===== config.mk =====
export PLATFORM = sky130hd
export DESIGN_NAME = cpu_sequencer
export DESIGN_NICKNAME = d
export VERILOG_FILES = /design/src/rtl/cpu_pkg.sv /design/src/rtl/btn_release_detect.sv /design/src/rtl/cpu_sequencer.sv
export SDC_FILE = /design/constraint.sdc
export NUM_CORES = 1
export LEC_CHECK = 0
export ABC_AREA = 1
export ABC_CLOCK_PERIOD_IN_PS = 2270
export CORE_MARGIN = 5
export CORE_UTILIZATION = 40
export CTS_CLUSTER_SIZE = 16
export DETAILED_ROUTE_END_ITERATION = 8
export HOLD_SLACK_MARGIN = 0.02
export PLACE_DENSITY = 0.71
export SYNTH_ARGS = -nofsm -noshare
export SYNTH_HDL_FRONTEND = slang
export SYNTH_SLANG_ARGS = --single-unit

===== constraint.sdc =====
create_clock -name clk -period 2.27 [get_ports clk]
set_input_delay 0.5675 -clock clk [delete_from_list [all_inputs] [get_ports clk]]
set_output_delay 0.5675 -clock clk [all_outputs]
set_load 0.05 [all_outputs]

===== src/rtl/cpu_pkg.sv =====
// cpu_pkg: shared definitions for the mini-CPU control path.
//   - opcode constants LOAD..DISPLAY
//   - state encoding of the sequencer FSM (also exported on state_dbg)
//   - instruction field bundle and strobe bundle
//   - opcode_writes_ram(): opcodes whose result goes through the ALU into RAM
package cpu_pkg;

    localparam logic [2:0] OP_LOAD    = 3'b000;
    localparam logic [2:0] OP_ADD     = 3'b001;
    localparam logic [2:0] OP_ADDI    = 3'b010;
    localparam logic [2:0] OP_SUB     = 3'b011;
    localparam logic [2:0] OP_SUBI    = 3'b100;
    localparam logic [2:0] OP_MUL     = 3'b101;
    localparam logic [2:0] OP_CLEAR   = 3'b110;
    localparam logic [2:0] OP_DISPLAY = 3'b111;

    typedef enum logic [2:0] {
        ST_OFF       = 3'd0,
        ST_INIT      = 3'd1,
        ST_IDLE      = 3'd2,
        ST_DECODE    = 3'd3,
        ST_EXECUTE   = 3'd4,
        ST_WRITEBACK = 3'd5,
        ST_SHOW      = 3'd6
    } state_e;

    typedef struct packed {
        logic [2:0] opcode;
        logic [3:0] addr1;
        logic [3:0] addr2;
        logic [6:0] addr3_imm;
    } instr_t;

    typedef struct packed {
        logic rd;
        logic wr;
        logic clr;
        logic alu;
        logic lcd;
    } strobe_t;

    // LOAD..MUL run through the ALU and end with a RAM write.
    function automatic logic opcode_writes_ram(input logic [2:0] op);
        return (op <= OP_MUL);
    endfunction

endpackage


===== src/rtl/btn_release_detect.sv =====
// btn_release_detect: turns an asynchronous active-low pushbutton into a
// one-cycle pulse on release (0->1 of the synchronized level).
//   clk, rst_n  : clock, async active-low reset
//   btn_n       : raw button pin, pressed = 0
//   rel_pulse   : one-cycle release event, SYNC_STAGES+1 cycles after the pin
//                 rises (plus DEBOUNCE_CYCLES with CPU_SEQ_DEBOUNCE_EN)
// Optional: `define CPU_SEQ_DEBOUNCE_EN adds a stable-level debounce filter.
module btn_release_detect #(
    parameter int SYNC_STAGES     = 2,
    parameter int DEBOUNCE_CYCLES = 50000
) (
    input  logic clk,
    input  logic rst_n,
    input  logic btn_n,
    output logic rel_pulse
);

    if (SYNC_STAGES < 2 || SYNC_STAGES > 4) begin : g_bad_sync
        $error("SYNC_STAGES must be 2..4");
    end
    if (DEBOUNCE_CYCLES < 1) begin : g_bad_db
        $error("DEBOUNCE_CYCLES must be >= 1");
    end

    // Trackers reset to "released" so a button held through reset is seen
    // as a fresh press, never as a release.
    logic [SYNC_STAGES-1:0] sync_q;
    logic                   sync_lvl;

    always_ff @(posedge clk or negedge rst_n) begin
        if (!rst_n) sync_q <= '1;
        else        sync_q <= {sync_q[SYNC_STAGES-2:0], btn_n};
    end
    assign sync_lvl = sync_q[SYNC_STAGES-1];

    logic lvl_db;
`ifdef CPU_SEQ_DEBOUNCE_EN
    localparam int DBW = $clog2(DEBOUNCE_CYCLES + 1);
    logic [DBW-1:0] db_cnt;

    // Level only follows the synchronizer after DEBOUNCE_CYCLES consecutive
    // cycles of disagreement; any bounce back restarts the count.
    always_ff @(posedge clk or negedge rst_n) begin
        if (!rst_n) begin
            db_cnt <= '0;
            lvl_db <= 1'b1;
        end else if (sync_lvl == lvl_db) begin
            db_cnt <= '0;
        end else if (db_cnt == DBW'(DEBOUNCE_CYCLES - 1)) begin
            db_cnt <= '0;
            lvl_db <= sync_lvl;
        end else begin
            db_cnt <= db_cnt + 1'b1;
        end
    end
`else
    assign lvl_db = sync_lvl;
`endif

    logic lvl_q;
    always_ff @(posedge clk or negedge rst_n) begin
        if (!rst_n) begin
            lvl_q     <= 1'b1;
            rel_pulse <= 1'b0;
        end else begin
            lvl_q     <= lvl_db;
            rel_pulse <= lvl_db & ~lvl_q;
        end
    end

endmodule


===== src/rtl/cpu_sequencer.sv =====
// cpu_sequencer: central control FSM of the mini-CPU.
//   Inputs : clk, rst_n (async, active-low), ligar/enviar pushbuttons
//            (async, active-low), instruction switches (opcode_in, addr1_in,
//            addr2_in, addr3_imm_in), alu_done, lcd_busy.
//   Outputs: latched fields (*_q), one-cycle strobes ram_rd_en, ram_wr_en,
//            ram_clr, alu_start, lcd_start; lcd_show_ram display select,
//            cpu_on, sticky ALU-timeout flag erro, state_dbg.
//   All outputs are registered; every strobe covers the first cycle of its
//   state. Optional `define CPU_SEQ_DEBOUNCE_EN enables button debouncing.
module cpu_sequencer
    import cpu_pkg::*;
#(
    parameter int SYNC_STAGES     = 2,
    parameter int ALU_TIMEOUT     = 64,
    parameter int DEBOUNCE_CYCLES = 50000
) (
    input  logic       clk,
    input  logic       rst_n,
    input  logic       ligar,
    input  logic       enviar,
    input  logic [2:0] opcode_in,
    input  logic [3:0] addr1_in,
    input  logic [3:0] addr2_in,
    input  logic [6:0] addr3_imm_in,
    input  logic       alu_done,
    input  logic       lcd_busy,
    output logic [2:0] opcode_q,
    output logic [3:0] addr1_q,
    output logic [3:0] addr2_q,
    output logic [6:0] addr3_imm_q,
    output logic       ram_rd_en,
    output logic       ram_wr_en,
    output logic       ram_clr,
    output logic       alu_start,
    output logic       lcd_start,
    output logic       lcd_show_ram,
    output logic       cpu_on,
    output logic       erro,
    output logic [2:0] state_dbg
);

    localparam int CNT_W = $clog2(ALU_TIMEOUT + 1);

    // Button events: index 0 = ligar, index 1 = enviar.
    logic [1:0] evt;
    btn_release_detect #(
        .SYNC_STAGES    (SYNC_STAGES),
        .DEBOUNCE_CYCLES(DEBOUNCE_CYCLES)
    ) u_btn [1:0] (
        .clk      (clk),
        .rst_n    (rst_n),
        .btn_n    ({enviar, ligar}),
        .rel_pulse(evt)
    );

    logic ligar_evt, enviar_evt;
    assign ligar_evt  = evt[0];
    assign enviar_evt = evt[1] & ~evt[0];

    state_e           state, next_state;
    instr_t           instr_q, instr_in;
    strobe_t          stb_q, stb_d;
    logic             show_ram_q, show_ram_d;
    logic             erro_q, erro_d;
    logic             cpu_on_q;
    logic             latch_en;
    logic [CNT_W-1:0] alu_cnt, alu_cnt_d;
    logic             alu_timeout;

    assign instr_in = '{opcode: opcode_in, addr1: addr1_in,
                        addr2: addr2_in, addr3_imm: addr3_imm_in};

    // alu_cnt counts completed EXECUTE cycles; the last allowed cycle is
    // ALU_TIMEOUT, and alu_done in that cycle still wins.
    assign alu_timeout = (state == ST_EXECUTE) && !alu_done &&
                         (alu_cnt == CNT_W'(ALU_TIMEOUT - 1));

    // State and registered outputs
    always_ff @(posedge clk or negedge rst_n) begin
        if (!rst_n) begin
            state      <= ST_OFF;
            instr_q    <= '0;
            stb_q      <= '0;
            show_ram_q <= 1'b0;
            erro_q     <= 1'b0;
            cpu_on_q   <= 1'b0;
            alu_cnt    <= '0;
        end else begin
            state      <= next_state;
            stb_q      <= stb_d;
            show_ram_q <= show_ram_d;
            erro_q     <= erro_d;
            cpu_on_q   <= (next_state != ST_OFF);
            alu_cnt    <= alu_cnt_d;
            if (latch_en) instr_q <= instr_in;
        end
    end

    // Next state
    always_comb begin
        next_state = state;
        if (state != ST_OFF && ligar_evt) begin
            next_state = ST_OFF;
        end else begin
            unique case (state)
                ST_OFF:       if (ligar_evt) next_state = ST_INIT;
                ST_INIT:      next_state = ST_IDLE;
                ST_IDLE:      if (enviar_evt) next_state = ST_DECODE;
                ST_DECODE: begin
                    if (opcode_writes_ram(instr_q.opcode))  next_state = ST_EXECUTE;
                    else if (instr_q.opcode == OP_CLEAR)    next_state = ST_WRITEBACK;
                    else                                    next_state = ST_SHOW;
                end
                ST_EXECUTE: begin
                    if (alu_done)         next_state = ST_WRITEBACK;
                    else if (alu_timeout) next_state = ST_IDLE;
                end
                ST_WRITEBACK: next_state = ST_SHOW;
                // First SHOW cycle is marked by the lcd_start register; the
                // LCD has not had time to raise busy yet.
                ST_SHOW:      if (!stb_q.lcd && !lcd_busy) next_state = ST_IDLE;
                default:      next_state = ST_OFF;
            endcase
        end
    end

    // Output / datapath next values
    always_comb begin
        logic entering;
        entering   = (next_state != state);
        stb_d      = '0;
        erro_d     = erro_q;
        latch_en   = (state == ST_IDLE) && (next_state == ST_DECODE);
        alu_cnt_d  = '0;
        show_ram_d = 1'b0;

        if (entering) begin
            unique case (next_state)
                ST_INIT:      stb_d.clr = 1'b1;
                ST_DECODE:    stb_d.rd  = 1'b1;
                ST_EXECUTE:   stb_d.alu = 1'b1;
                ST_WRITEBACK: begin
                    if (opcode_writes_ram(instr_q.opcode)) stb_d.wr  = 1'b1;
                    else                                   stb_d.clr = 1'b1;
                end
                ST_SHOW:      stb_d.lcd = 1'b1;
                default:      stb_d = '0;
            endcase
        end

        // DISPLAY reaches SHOW straight from DECODE; everything else via
        // WRITEBACK shows the ALU result.
        if (next_state == ST_SHOW)
            show_ram_d = entering ? (state == ST_DECODE) : show_ram_q;

        if (latch_en) erro_d = 1'b0;
        if (alu_timeout && next_state == ST_IDLE) erro_d = 1'b1;

        if (state == ST_EXECUTE && next_state == ST_EXECUTE)
            alu_cnt_d = alu_cnt + 1'b1;
    end

    assign opcode_q     = instr_q.opcode;
    assign addr1_q      = instr_q.addr1;
    assign addr2_q      = instr_q.addr2;
    assign addr3_imm_q  = instr_q.addr3_imm;
    assign ram_rd_en    = stb_q.rd;
    assign ram_wr_en    = stb_q.wr;
    assign ram_clr      = stb_q.clr;
    assign alu_start    = stb_q.alu;
    assign lcd_start    = stb_q.lcd;
    assign lcd_show_ram = show_ram_q;
    assign cpu_on       = cpu_on_q;
    assign erro         = erro_q;
    assign state_dbg    = state;

endmodule


Word-level counts from Yosys, hierarchy flattened

Cells that the tools add are included.

Add/subtract/negate cells: 1
Magnitude comparators: 1
Equal/unequal tests: 16
Mux-type cells: 22
Bitwise operators: 6
Reductions and logical operators: 14

Operators by type and width:

| cell                | count |
|---|---|
| $eq 3x3->1 const B  | 7 |
| $pmux 3 s7          | 1 |
| $mux 3              | 6 |
| $eq 3x2->1 const B  | 4 |
| $mux 1              | 10 |
| $add 7x1->7 const B | 1 |
| $eq 7x6->1 const B  | 1 |
| $logic_and 1x1->1   | 7 |
| $mux 7              | 1 |
| $eq 3x1->1 const B  | 2 |
| $reduce_bool 3->1   | 2 |
| $mux 5              | 1 |
| $mux 2              | 2 |
| $and 1x1->1         | 3 |
| $le 3x3->1 const B  | 1 |
| $logic_not 1->1     | 3 |
| $logic_not 3->1     | 1 |
| $ne 3x3->1          | 1 |
| $not 1->1           | 3 |
| $ne 2x2->1 const B  | 1 |
| $pmux 1 s2          | 1 |
| $reduce_bool 2->1   | 1 |

Register bits after elaboration: 44
Bits of input ports: 24
Output and inout bits: 29
Word-level logic and storage cells: 80

Logic depth before layout (Yosys ltp)

Depth in word-level cells: 11
Gate-level depth with buffers: 12
Mapped depth without buffers: 12

Cells and area by module

From an unflattened synthesis, not the netlist that was laid out.

Cells, all modules: 210
Area, all modules: 1906.8 µm²

Modules (own cells, without submodules):

| module             | times used | cells an instance | area an instance (µm²) | sequential area each (µm²) |
|---|---|---|---|---|
| cpu_sequencer      | 1          | 198               | 1679.1                 | 900.9 |
| btn_release_detect | 2          | 6                 | 113.9                  | 103.8 |

Least setup slack after synthesis

Ideal clock, no wire load.

Kind: reg2reg
Start: register state[2] (netlist: state_dbg[2])
End: register stb_q, in the netlist alu_start
Data arrival time: 1688 ps
Setup slack: 461 ps
Cell stages (with the launch flop): 10
Clock period less this slack: 1809 ps
Cell sequence: dfrtp_1 inv_2 nor3_2 nand3_1 nand2_2 nand2_4 nand2_1 nand2_2 nor3_2 nor2_1

RTL lines:

| element                | line                | source |
|---|---|---|
| start, declared        | cpu_sequencer.sv:60 | `state_e state, next_state;` |
| start signal, assigned | cpu_sequencer.sv:89 | `state <= next_state;` |
| end signal, assigned   | cpu_sequencer.sv:90 | `stb_q <= stb_d;` |
| end, declared          | cpu_sequencer.sv:62 | `strobe_t stb_q, stb_d;` |

Worst setup path in the final report

Start: register state[1] (netlist: state_dbg[1])
End: output port state_dbg[1]

RTL lines:

| element       | line                | source |
|---|---|---|
| end, declared | cpu_sequencer.sv:39 | `output logic [2:0] state_dbg` |

No word-level cell between the ends.

==> impl_metrics.toml <==
[power_and_ir_drop]
ir_drop_mv = 0.740
p_leak_nw = 1.24
powerDensity_nw_per_um2 = 1430

[routing]
initialDrtViolationCount = 53
drt_pre_antenna_iters = 5
wl_per_cell_um = 11.7
wl_mm = 3.76
drtAntennaViolNets = 0
drc = 0
vias = 1494
via_per_inst = 4.67

[synth]
synth.distinct_cells = 23
synth-seq-cells = 44
syn_inst = 209
synth_nets = 234
ys_top_cells_by_area = "dfrtp_1, nand2_1, dfstp_2, nor2_1, nand3_1"
syn_area_um2 = 1840
yosysTopAreaCell = "dfrtp_1"
ys_warn_count = 0
synth_top_cell_area_share_pct = 51.8
syn_avg_cell_area_um2 = 8.79
seq_area_frac_synth_pct = 60.4

[finish]
finalNetCount = 292
design_area_um2 = 2530
syn_to_final_growth_pct = 37.8
antenna_cells = 0
drive_gt1_share_pct = 10.8
stdcell_count = 320

[setup_path]
endpoint_kind = "output pin"
path_cells = "clkdlybuf4s50_1"
cpPeakStageDelay_ps = 850
crit_fanout = 7
start_kind = "flop"
cp.required_ps = 1700
path_buf_inv = 1
path_class = "reg2out"
slowest_stage = "clkdlybuf4s50_1"
arrival_ps = 1630
cp_top_family = "buffers and inverters"

[clock_tree]
clk_pin_slew_ps = 80
cts_buffers = 5
htree_levels = 2
clock_latency_ps = 290
cts_tree = "built"
cts_buffer_depth = 2
cts_hold_buf = 0
cts_sinks = 44
clockRootBuffer = "clkbuf_8"

[die]
design.core.area_um2 = 4410
rows = 24
num_io_pins = 53
die_w_um = 77.8
initial_core_util_pct = 41.6
dieArea_um2 = 6050
die_h_um = 77.8

[sta]
finalHoldWorstSlack_ps = 330
slew_headroom_pct = 64.2
setup_violations = 0
rsz0062_at_grt = "no"
timing.final.ws_setup_ps = 71.4
worst_slew_pin_slew_ps = 536
fin_skew_ps = 7.61
finalMaxSlewViolations = 0
post-route-period-util_pct = 96.9
clock.fmax_mhz = 455
fin_setup_tns_ps = 0
timing.final.crit_period_ps = 2200
finalHoldViolCount = 0

[global_route]
use_met3_pct = 4.40
gr-total-overflow = 0
grt_use_met1_pct = 15.9
grt_start_max_net_pins = 45
grt_pass1_vias = 1441
grt_usage_pct = 13.3
grt_pass1_wl_mm = 6.42
grt_most_used_layer = "met2"
use_met2_pct = 22.3
antenna_found_initial = 0

[placement]
gp_congestion = 0.839
dp_hpwl_mm = 2.73
place_area_um2 = 2420
dpl.cell_count = 312
place_ws_ps = 273
io_buffers = 52

[worst_hold_path]
worst_hold_path_type = "in2async"

[run]
drv_cap = 0

[run_status]
status = "complete, no violations"
cells in the final DEF (no fill, tap or decap), drive strengths merged, types with 2 or more instances in the layout:
master,instances
xor2,2
dlymetal6s2s,2
nor3,3
inv,17
clkdlybuf4s50,49
nand3,13
nand2,89
clkinv,3
dfrtp,38
o21ai,4
dfstp,6
a21oi,3
buf,3
nor2,23
nand4,3
clkbuf,6
routing by layer:
metal | share of wire, % | wire length, um | vias up
met3 | 6.5 | 244 | 6
met5 | 0 | 0 | -
li1 | - | - | 760
met1 | 44 | 1670 | 685
met2 | 47 | 1760 | 43
met4 | 2.2 | 83 | 0
power by group:
part	switching (mW)	internal (mW)
registers	0.152	1.01
clock network	0.252	0.327
logic	1.29	0.599
cell usage after synthesis, drive strengths merged:
cell type  instances
nor2              23
a21oi              3
inv               17
dfstp              6
nand2             89
o21ai              4
buf                2
nor3               3
nor3b              1
dfrtp             38
ha                 1
nand4              3
clkbuf             1
nand3             13
xnor2              1
clkinv             2
xor2               2
timing repair:
action	in CTS	in global routing
setup endpoints to repair	0	2
resized for setup	0	2
endpoints found under the hold margin	0	0
buffers inserted	0	0
flip-flops by register name, indices dropped and copies added, names as in the netlist, 2 cells and up:
register / count
u_btn.lvl_q: 2
alu_cnt: 7
addr3_imm_q: 7
addr2_q: 4
opcode_q: 3
state_dbg: 3
u_btn.rel_pulse: 2
addr1_q: 4
u_btn.sync_q: 4
path summary, 6_finish.rpt:
| kind | start | end | slack [ps] | depth (start not counted) |
|---|---|---|---|---|
| setup reg to reg | alu_cnt[0]$_DFF_PN0_ | alu_start$_DFF_PN0_ | 510 | 10 |
| setup / recovery | state_dbg[1]$_DFF_PN0_ | state_dbg[1] | 70 | 1 |
| min in group clk | u_btn[1].sync_q[0]$_DFF_PN1_ | u_btn[1].sync_q[1]$_DFF_PN1_ | 350 | 0 |
| hold reg to reg | u_btn[1].sync_q[0]$_DFF_PN1_ | u_btn[1].sync_q[1]$_DFF_PN1_ | 350 | 0 |
| max in group asynchronous | rst_n | u_btn[1].lvl_q$_DFF_PN1_ | 1560 | 2 |
| hold / removal | rst_n | state_dbg[1]$_DFF_PN0_ | 330 | 2 |
cell type report:
| type | count | area (um^2) |
|---|---|---|
| Fill cell | 399 | 1880 |
| Sequential cell | 44 | 1110 |
| Multi-Input combinational cell | 143 | 643 |
| Timing Repair Buffer | 54 | 536 |
| Clock buffer | 6 | 72.6 |
| Inverter | 19 | 71.3 |
| Tap cell | 52 | 65.1 |
| Clock inverter | 2 | 35.0 |
kinds of logic after synthesis:
family	synth area share, %
AO/OA/AOI/OAI	1.91
adder cells (fa/ha/maj)	0.681
XOR/XNOR	1.43
buffers and inverters	4.63
AND/OR/NAND/NOR	31.0
flip-flops	60.4
metrics by stage:
step | power [mW] | utilization (%)
2_1_floorplan | 2.45 | -
3_3_place_gp | 3.07 | 54.8
3_5_place_dp | 3.09 | 54.8
4_1_cts | 3.68 | 57.2
5_1_grt | 3.85 | 57.3
6_report | 3.63 | 57.3
No activity file was read; power rests on OpenSTA's default activity.
